### src/rtl/vga_pkg.sv
// rtl/vga_pkg.sv - 640x480@60 timing constants, frame buffer geometry and pixel type
package vga_pkg;

    localparam int H_VISIBLE = 640;
    localparam int H_FP      = 16;
    localparam int H_SYNC    = 96;
    localparam int H_BP      = 48;
    localparam int H_TOTAL   = H_VISIBLE + H_FP + H_SYNC + H_BP;

    localparam int V_VISIBLE = 480;
    localparam int V_FP      = 10;
    localparam int V_SYNC    = 2;
    localparam int V_BP      = 33;
    localparam int V_TOTAL   = V_VISIBLE + V_FP + V_SYNC + V_BP;

    localparam int FB_W      = 320;
    localparam int FB_H      = 240;
    localparam int FB_ADDR_W = 17;

    typedef struct packed {
        logic [3:0] r;
        logic [3:0] g;
        logic [3:0] b;
    } rgb444_t;

endpackage

### src/rtl/vga_timing_gen.sv
// rtl/vga_timing_gen.sv - pixel tick divider, h/v counters and raw visible/sync flags
module vga_timing_gen
    import vga_pkg::*;
#(
    parameter int CLK_DIV = 4
) (
    input  logic       clk,
    input  logic       reset,
    output logic       tick,
    output logic [9:0] h_cnt,
    output logic [9:0] v_cnt,
    output logic       visible,
    output logic       hs_raw,
    output logic       vs_raw
);

    localparam int DW = $clog2(CLK_DIV);

    logic [DW-1:0] div;

    assign tick = (div == DW'(CLK_DIV - 1));

    always_ff @(posedge clk) begin
        if (reset) begin
            div   <= '0;
            h_cnt <= '0;
            v_cnt <= '0;
        end else begin
            div <= tick ? '0 : div + DW'(1);
            if (tick) begin
                if (h_cnt == 10'(H_TOTAL - 1)) begin
                    h_cnt <= '0;
                    v_cnt <= (v_cnt == 10'(V_TOTAL - 1)) ? '0 : v_cnt + 10'd1;
                end else begin
                    h_cnt <= h_cnt + 10'd1;
                end
            end
        end
    end

    assign visible = (h_cnt < 10'(H_VISIBLE)) && (v_cnt < 10'(V_VISIBLE));
    assign hs_raw  = !((h_cnt >= 10'(H_VISIBLE + H_FP)) &&
                       (h_cnt <  10'(H_VISIBLE + H_FP + H_SYNC)));
    assign vs_raw  = !((v_cnt >= 10'(V_VISIBLE + V_FP)) &&
                       (v_cnt <  10'(V_VISIBLE + V_FP + V_SYNC)));

endmodule

### src/rtl/vga_fb_reader.sv
// rtl/vga_fb_reader.sv - 2x-upscaled RGB565 frame buffer reader to 4:4:4 VGA; FB_READER_GRAY_EN selects luminance output
module vga_fb_reader
    import vga_pkg::*;
#(
    parameter int CLK_DIV = 4
) (
    input  logic                 clk,
    input  logic                 reset,
    output logic [FB_ADDR_W-1:0] rAddr,
    output logic                 oe,
    input  logic [15:0]          rData,
    output logic                 h_sync,
    output logic                 v_sync,
    output logic                 de,
    output logic [3:0]           red,
    output logic [3:0]           green,
    output logic [3:0]           blue,
    output logic                 frame_start
);

    logic       tick;
    logic [9:0] h_cnt;
    logic [9:0] v_cnt;
    logic       visible;
    logic       hs_raw;
    logic       vs_raw;

    vga_timing_gen #(.CLK_DIV(CLK_DIV)) u_timing (
        .clk     (clk),
        .reset   (reset),
        .tick    (tick),
        .h_cnt   (h_cnt),
        .v_cnt   (v_cnt),
        .visible (visible),
        .hs_raw  (hs_raw),
        .vs_raw  (vs_raw)
    );

    // addr = y*320 + x, with y*320 built from two shifts
    logic [FB_ADDR_W-1:0] x_ext;
    logic [FB_ADDR_W-1:0] y_ext;
    logic [FB_ADDR_W-1:0] addr;

    assign x_ext = {8'd0, h_cnt[9:1]};
    assign y_ext = {8'd0, v_cnt[9:1]};
    assign addr  = (y_ext << 8) + (y_ext << 6) + x_ext;

    logic de_p;
    logic hs_p;
    logic vs_p;
    logic fs_p;

    always_ff @(posedge clk) begin
        if (reset) begin
            rAddr <= '0;
            oe    <= 1'b0;
            de_p  <= 1'b0;
            hs_p  <= 1'b1;
            vs_p  <= 1'b1;
            fs_p  <= 1'b0;
        end else begin
            oe <= tick & visible;
            if (tick) begin
                rAddr <= visible ? addr : '0;
                de_p  <= visible;
                hs_p  <= hs_raw;
                vs_p  <= vs_raw;
                fs_p  <= (h_cnt == 10'd0) && (v_cnt == 10'd0);
            end
        end
    end

    rgb444_t conv;

`ifdef FB_READER_GRAY_EN
    logic [7:0]  r8;
    logic [7:0]  g8;
    logic [7:0]  b8;
    logic [15:0] y16;

    assign r8  = {rData[15:11], rData[15:13]};
    assign g8  = {rData[10:5],  rData[10:9]};
    assign b8  = {rData[4:0],   rData[4:2]};
    assign y16 = 16'd77 * {8'd0, r8} + 16'd150 * {8'd0, g8} + 16'd29 * {8'd0, b8};

    always_comb begin
        conv   = '0;
        conv.r = y16[15:12];
        conv.g = y16[15:12];
        conv.b = y16[15:12];
    end
`else
    logic unused_rdata_bits;
    assign unused_rdata_bits = ^{rData[11], rData[6:5], rData[0]};

    always_comb begin
        conv   = '0;
        conv.r = rData[15:12];
        conv.g = rData[10:7];
        conv.b = rData[4:1];
    end
`endif

    rgb444_t colour;

    // rData was registered by the buffer one clock after oe, so it is stable by this tick
    always_ff @(posedge clk) begin
        if (reset) begin
            de          <= 1'b0;
            h_sync      <= 1'b1;
            v_sync      <= 1'b1;
            colour      <= '0;
            frame_start <= 1'b0;
        end else begin
            frame_start <= tick & fs_p;
            if (tick) begin
                de     <= de_p;
                h_sync <= hs_p;
                v_sync <= vs_p;
                colour <= de_p ? conv : '0;
            end
        end
    end

    assign red   = colour.r;
    assign green = colour.g;
    assign blue  = colour.b;

endmodule

### config.mk
export PLATFORM = sky130hd
export DESIGN_NAME = vga_fb_reader
export DESIGN_NICKNAME = d
export VERILOG_FILES = /design/src/rtl/vga_pkg.sv /design/src/rtl/vga_timing_gen.sv /design/src/rtl/vga_fb_reader.sv
export SDC_FILE = /design/constraint.sdc
export NUM_CORES = 1
export LEC_CHECK = 0
export ABC_AREA = 1
export CAP_MARGIN = 20
export CORE_ASPECT_RATIO = 1.75
export CORE_MARGIN = 2
export CORE_UTILIZATION = 40
export CTS_CLUSTER_SIZE = 10
export DETAILED_ROUTE_END_ITERATION = 7
export PLACE_DENSITY = 0.65
export SETUP_SLACK_MARGIN = 0.2
export SLEW_MARGIN = 20
export SYNTH_ARGS = -nofsm -noshare
export SYNTH_HDL_FRONTEND = slang
export SYNTH_SLANG_ARGS = --single-unit
### constraint.sdc
create_clock -name clk -period 1.95 [get_ports clk]
set_input_delay 0.2925 -clock clk [delete_from_list [all_inputs] [get_ports clk]]
set_output_delay 0.2925 -clock clk [all_outputs]
set_load 0.005 [all_outputs]
==> summary.md, run 1 <==
| Metric | Value |
|---|---|
| Status | `finished, final reports clean` |
| Vias in the first global route | `2962` |
| Area of the multi-input gates | `1740 um2` |
| Row count | `42` |
| Post-DP HPWL | `5910 um` |
| GR Overflow Total | `0` |
| Synth Instances | `405` |
| Total wire length | `7750 um` |
| DRT antenna net count | `0` |
| Initial antenna violation count | `0` |
| Fillers | `721` |
| Sink Count | `60` |
| Post-Syn Area per Cell | `7.54 um2` |
| Achievable Freq | `529 MHz` |
| CP Max Fanout | `3` |
| Ys flop type | `dfxtp_1` |
| Library cells used by synthesis | `34` |
| Max-cap violations | `0` |
| Worst path max stage delay | `0.54 ns` |
| Most frequent cell after synthesis | `nand2_1` |
| # setup viols final | `0` |
| PwrDens | `701 nW/um2` |
| Synth top area cells | `dfxtp_1 39%, nand2_1 14%, ha_1 9.4%` |
| Worst VDD drop | `857 uV` |
| Critical path class | `reg2reg` |
| Async SR Flop Fraction | `0%` |
| Worst EP arrival | `2.11 ns` |
| Area share of the largest cell type after synthesis | `39.3%` |
| Crit-path slowest cell | `fa_1` |
| CTS tree | `done` |
| Worst Path Required | `2.17 ns` |
| Normalized max-slew margin | `67.6%` |
| Crit start category | `register` |
| Largest net degree at the start of global routing | `33` |
| Reg2Reg Depth | `9` |
| Clock buffer depth | `2` |
| Worst setup EP type | `register` |
| Placed cell areas | `3750 um2` |
| Reg2reg start | `u_timing.v_cnt[1]$_SDFFE_PP0P_` |
| Crit path launch | `u_timing.v_cnt[1]$_SDFFE_PP0P_` |
| Share of layout cells above drive strength 1 | `18.2%` |
| Post-DR vias/cell | `5.12` |
| Fin. Hold Viols | `0` |
| Worst Hold Launch | `rAddr[13]$_SDFFE_PP0P_` |
| Commonest cells post-synth | `114 x nand2_1, 60 x dfxtp_1, 48 x inv_1` |
| ANT cells | `0` |
| DR iter-0 viols | `80` |
| RSZ-0062 raised after global routing | `yes` |
| Fin Hold WS | `0.446 ns` |
| Reg clk slew, reported paths | `0.05 ns` |
| Post-synth EDFFs | `0` |
| Synth area leader | `dfxtp_1` |
| Die span in x | `70.0 um` |
| Area Overhead vs Synth | `38.3%` |
| Starting density of the core | `40.9%` |
| Clock latency on the worst-skew pair | `0.33 ns` |
| Warnings, synthesis | `0` |
| Die Height | `120 um` |
| Synth Register Bits | `60` |
| Pre-CTS setup slack | `0.0294 ns` |
| First-pass GRT wire length | `13100 um` |
| Net Count, Synth | `448` |
| FF/Latch Area | `1210 um2` |
| Hold Buf Count CTS | `0` |
| Vias post-DR | `2926` |
| TritonCTS buffer count | `9` |
| Seq/Total Area, Yosys | `39.3%` |
| Post-Layout Inst Area | `4220 um2` |
| Part of the cycle the worst path needs | `96.9%` |
| Final worst setup slack | `0.0612 ns` |
| TritonRoute pass-1 iters | `5` |
| Core Region | `7460 um2` |
| Final slew viol count | `0` |
| Drt wl/cell | `13.5 um` |
| DRC violations left | `0` |
| Port bufs | `47` |
| Final Critical Period | `1.89 ns` |
| Ports | `52` |
| P_leak | `1.88 nW` |
| Hold crit path type | `reg2reg` |
| CP cell instances | `inv_2 -> fa_1 -> inv_2 -> fa_2 -> nand2_2 -> nand2_4 -> nand2_2 -> xor2_1 -> o21ai_1` |
| Die area | `8370 um2` |
| GPL Wtd Cong | `0.927` |
| Slew @ Worst Pin | `0.486 ns` |
| Htree depth | `3` |
| Worst Skew | `0.00608 ns` |
| GRT Total Usage | `19.8%` |
| Worst hold stages | `2` |
| Synth Cell Area | `3050 um2` |
| TNS Setup | `0 ns` |
| Clock Tree Root | `clkbuf_16` |
| Nets | `522` |
==> where the power goes <==
part           internal (mW)  switching [mW]
clock network           1.02           0.553
registers               1.24          0.0143
logic                 0.0619          0.0652
==> worst paths after layout <==
kind / end / slack (ns)
max: rAddr[11]$_SDFFE_PP0P_ / 0.06
min: rAddr[13]$_SDFFE_PP0P_ / 0.45
max reg2reg: rAddr[11]$_SDFFE_PP0P_ / 0.06
min reg2reg: rAddr[13]$_SDFFE_PP0P_ / 0.45
==> placed cells by master, fill, tap and decap left out, types with 6 or more instances in the layout <==
| cell | count |
|---|---|
| nand3_1 | 21 |
| nand2_2 | 8 |
| a21oi_1 | 7 |
| clkdlybuf4s50_1 | 47 |
| nand2_1 | 106 |
| inv_2 | 6 |
| buf_4 | 21 |
| a32o_1 | 12 |
| o21ai_1 | 10 |
| nand4_1 | 6 |
| dfxtp_1 | 56 |
| clkbuf_16 | 9 |
| ha_1 | 20 |
| inv_1 | 44 |
| nor2_1 | 40 |
==> timing repair <==
item / 4_1_cts / 5_1_grt
resized for setup: 7 / 21
pin swaps: 4 / 11
setup endpoints to repair: 13 / 22
setup buffers: 3 / 3
==> logic make-up after synthesis <==
group | count (synthesis) | share of synthesized area [%]
fa+ha+maj | 25 | 10.7
xor+xnor | 5 | 1.43
flops | 60 | 39.3
simple gates | 215 | 31.6
compound gates | 41 | 9.10
buf+inv | 59 | 7.79
==> final cells by class <==
cell class                      instances  area share (%)
Clock buffer                           11            5.75
Clock inverter                          5            1.45
Inverter                               51            4.59
Multi-Input combinational cell        286            41.2
Sequential cell                        60            28.6
Tap cell                               88            2.61
Timing Repair Buffer                   71            15.9
==> state kept, by name, indices dropped and copies added, names as in the netlist <==
register,count
fs_p,1
vs_p,1
hs_p,1
blue,4
u_timing.h_cnt,10
red,4
h_sync,1
oe,1
u_timing.v_cnt,10
v_sync,1
u_timing.div,2
rAddr,17
green,4
de_p,1
de,1
frame_start,1
==> per-layer routing <==
layer	wire, um	GRT usage, %	up-vias
met1	2810	18.6	1373
met2	4300	37.1	56
met3	218	4.53	29
met5	0	0	-
met4	425	13.2	0
li1	-	-	1468
==> critical path, delay by kind of cell, from the launching register on <==
kind                     cells  cell delay, ns
AO/OA/AOI/OAI                1            0.07
AND/OR/NAND/NOR              3            0.24
XOR/XNOR                     1            0.16
adder cells (fa/ha/maj)      2            0.88
flip-flops                   1            0.33
buffers and inverters        2            0.10
==> per-stage QoR <==
stage | util (%) | instances | total power [mW]
after floorplan | - | 405 | 1.34
after global placement | 50.3 | 550 | 1.40
after detailed placement | 50.3 | 550 | 1.40
after CTS | 55.2 | 569 | 2.99
after global routing | 56.6 | 572 | 3.06
final | 56.6 | 572 | 2.96
No activity file was read; power rests on OpenSTA's default activity.
==> run 2: changes to the inputs <==
Settings changed: SKIP_CTS_REPAIR_TIMING set to 1.
Clock period 1.95 ns to 1.5 ns, I/O delays scaled along.
==> run 2 against run 1 <==
The flow now finishes with violations (negative setup slack). Combinational power increased by 100%. Die area unchanged. Critical endpoint unchanged. Hold slack got worse by 0.16 ns.
==> summary.md, run 2 (synthesized netlist as in run 1, its figures left out) <==
| Metric | Value |
|---|---|
| Status | `complete, but fails checks` |
| Failing checks | `negative setup slack` |
| Dpl cells | `579 (+5.3%)` |
| Htree depth | `3 (unchanged)` |
| Row count | `42 (unchanged)` |
| Fin Hold WS | `0.286 ns (-0.160 ns)` |
| GPL Wtd Cong | `0.921 (-0.68%)` |
| Drt wl/cell | `16.2 um (+20%)` |
| Die Height | `120 um (unchanged)` |
| Worst setup EP type | `register` |
| Top reg by flops | `rAddr` |
| Critical path class | `reg2reg` |
| # setup viols final | `10 (+10)` |
| Fin. Hold Viols | `0 (unchanged)` |
| P_leak | `2.71 nW (+44%)` |
| Final slew viol count | `0 (unchanged)` |
| DRC violations left | `0 (unchanged)` |
| Pint | `3.06 mW (+31%)` |
| Clock buffer depth | `2 (unchanged)` |
| Worst path max stage delay | `0.55 ns (about the same)` |
| ANT cells | `0 (unchanged)` |
| Worst Path Required | `1.72 ns (-0.45 ns)` |
| Part of the power in combinational logic | `6.6% (+2.3 points)` |
| Final Critical Period | `1.93 ns (+0.0453 ns)` |
| Commonest cells after routing, fill and taps aside | `91 x nand2_1, 48 x dfxtp_1, 43 x buf_4, 38 x inv_1, 33 x dlymetal6s2s_1` |
| RSZ-0062 raised after global routing | `yes` |
| Vias post-DR | `3203 (+9.5%)` |
| Non-Filler Instances | `607 (+6.1%)` |
| Ports | `52 (unchanged)` |
| Worst EP arrival | `2.16 ns (+0.05 ns)` |
| TNS Setup | `-2.96 ns (-2.96 ns)` |
| Clock Tree Root | `clkbuf_16` |
| FF/Latch Area | `1220 um2 (+0.83%)` |
| Hold crit path type | `in2reg` |
| TritonCTS buffer count | `9 (unchanged)` |
| Core Region | `7460 um2 (unchanged)` |
| Crit-path leading delay family | `adder cells` |
| Clock latency on the worst-skew pair | `0.34 ns (about the same)` |
| Die area | `8370 um2 (unchanged)` |
| Crit start category | `register` |
| Clock power frac | `51.9% (-1.4 points)` |
| Total wire length | `9840 um (+27%)` |
| Nets | `558 (+6.9%)` |
| Total net switching power | `0.879 mW (+39%)` |
| DR iter-0 viols | `73 (-8.8%)` |
| CP cell instances | `inv_2 -> fa_1 -> inv_2 -> fa_2 -> nand2_2 -> nand2_2 -> nand2_2 -> xor2_1 -> o21ai_1` |
| Sw Ratio | `22.3% (+0.96 points)` |
| Port bufs | `47 (unchanged)` |
| PwrDens | `788 nW/um2 (+12%)` |
| Sink Count | `60 (unchanged)` |
| Die span in x | `70.0 um (unchanged)` |
| First-pass GRT wire length | `13800 um (+5.7%)` |
| Reg2reg setup slack | `-0.43 ns (-0.50 ns)` |
| Register share of total power | `41.6% (-0.8 points)` |
| Slew @ Worst Pin | `0.551 ns (+0.0653 ns)` |
| Reg clk slew, reported paths | `0.05 ns (about the same)` |
| GR Overflow Total | `0 (unchanged)` |
| Biggest registers after layout | `rAddr: 17 flops, u_timing.h_cnt: 10 flops, u_timing.v_cnt: 10 flops` |
| Starting density of the core | `40.9% (unchanged)` |
| Post-DP HPWL | `6840 um (+16%)` |
| DRT antenna net count | `0 (unchanged)` |
| Worst VDD drop | `883 uV (+3.1%)` |
| Final worst setup slack | `-0.434 ns (-0.495 ns)` |
| GRT Total Usage | `21.6% (+1.8 points)` |
| TritonRoute pass-1 iters | `4 (-1)` |
| CP Max Fanout | `3 (unchanged)` |
| Buf/Inv on CP | `2 (unchanged)` |
| Crit-path slowest cell | `fa_1` |
| Max-cap violations | `0 (unchanged)` |
| Achievable Freq | `517 MHz (-2.3%)` |
| Worst Skew | `0.00376 ns (-0.00233 ns)` |
| Initial antenna violation count | `0 (unchanged)` |
| Normalized max-slew margin | `63.2% (-4.4 points)` |
| Leading cell type in the layout, fill and taps excluded | `nand2_1` |
| CTS tree | `done` |
| Largest net degree at the start of global routing | `21 (-36%)` |
| Vias in the first global route | `3099 (+4.6%)` |
| Area of the multi-input gates | `2080 um2 (+20%)` |
| Share of layout cells above drive strength 1 | `37.0% (+19 points)` |
| Pre-CTS setup slack | `-0.432 ns (-0.461 ns)` |
| Part of the cycle the worst path needs | `129% (+32 points)` |
| Area Overhead vs Synth | `63.5%` |
| Most used cell, CP | `nand2_2` |
| Number of flip-flops in the largest register | `17 (unchanged)` |
| Post-DR vias/cell | `5.28 (+3.2%)` |
| Fillers | `602 (-17%)` |
## run 2: final cells by class
| cell class | instances | area share, % |
|---|---|---|
| repair buffers | 106 | 21.9 |
| multi-input cells | 287 | 41.6 |
| well taps | 88 | 2.21 |
| clock buffers | 10 | 4.79 |
| inverters | 51 | 4.11 |
| flip-flops and latches | 60 | 24.4 |
| clock inverters | 5 | 1.05 |
## run 2: final timing paths
kind	end	start	cells past startpoint
setup / recovery	rAddr[11]$_SDFFE_PP0P_	u_timing.v_cnt[1]$_SDFFE_PP0P_	9
hold / removal	frame_start$_SDFF_PP0_	reset	2
hold reg to reg	rAddr[15]$_SDFFE_PP0P_	rAddr[15]$_SDFFE_PP0P_	2
setup reg to reg	rAddr[11]$_SDFFE_PP0P_	u_timing.v_cnt[1]$_SDFFE_PP0P_	9
## run 2: routing by layer
metal	global-route usage [%]	vias to the layer above	share of wire, %
met5	0	-	0
met4	17.3	0	7.2
met3	5.79	52	4.6
met2	41.6	114	58
met1	17.5	1497	31
li1	-	1540	-
## run 2: metrics by stage
stage               cell area [um2]  utilization, %  power [mW]
floorplan                      3120               -        1.75
global placement               4030            53.9        1.85
detailed placement             4030            53.9        1.86
CTS                            4320            57.8        3.89
global route                   4990            66.9        4.05
finish                         4990            66.9        3.93
## run 2: power groups by stage
stage | Combinational (mW) | Sequential [mW] | Clock, mW
after floorplan | 0.0906 | 1.66 | 0
after global placement | 0.190 | 1.66 | 0
after detailed placement | 0.193 | 1.67 | 0
after CTS | 0.193 | 1.63 | 2.06
after global routing | 0.280 | 1.64 | 2.13
final | 0.259 | 1.63 | 2.04
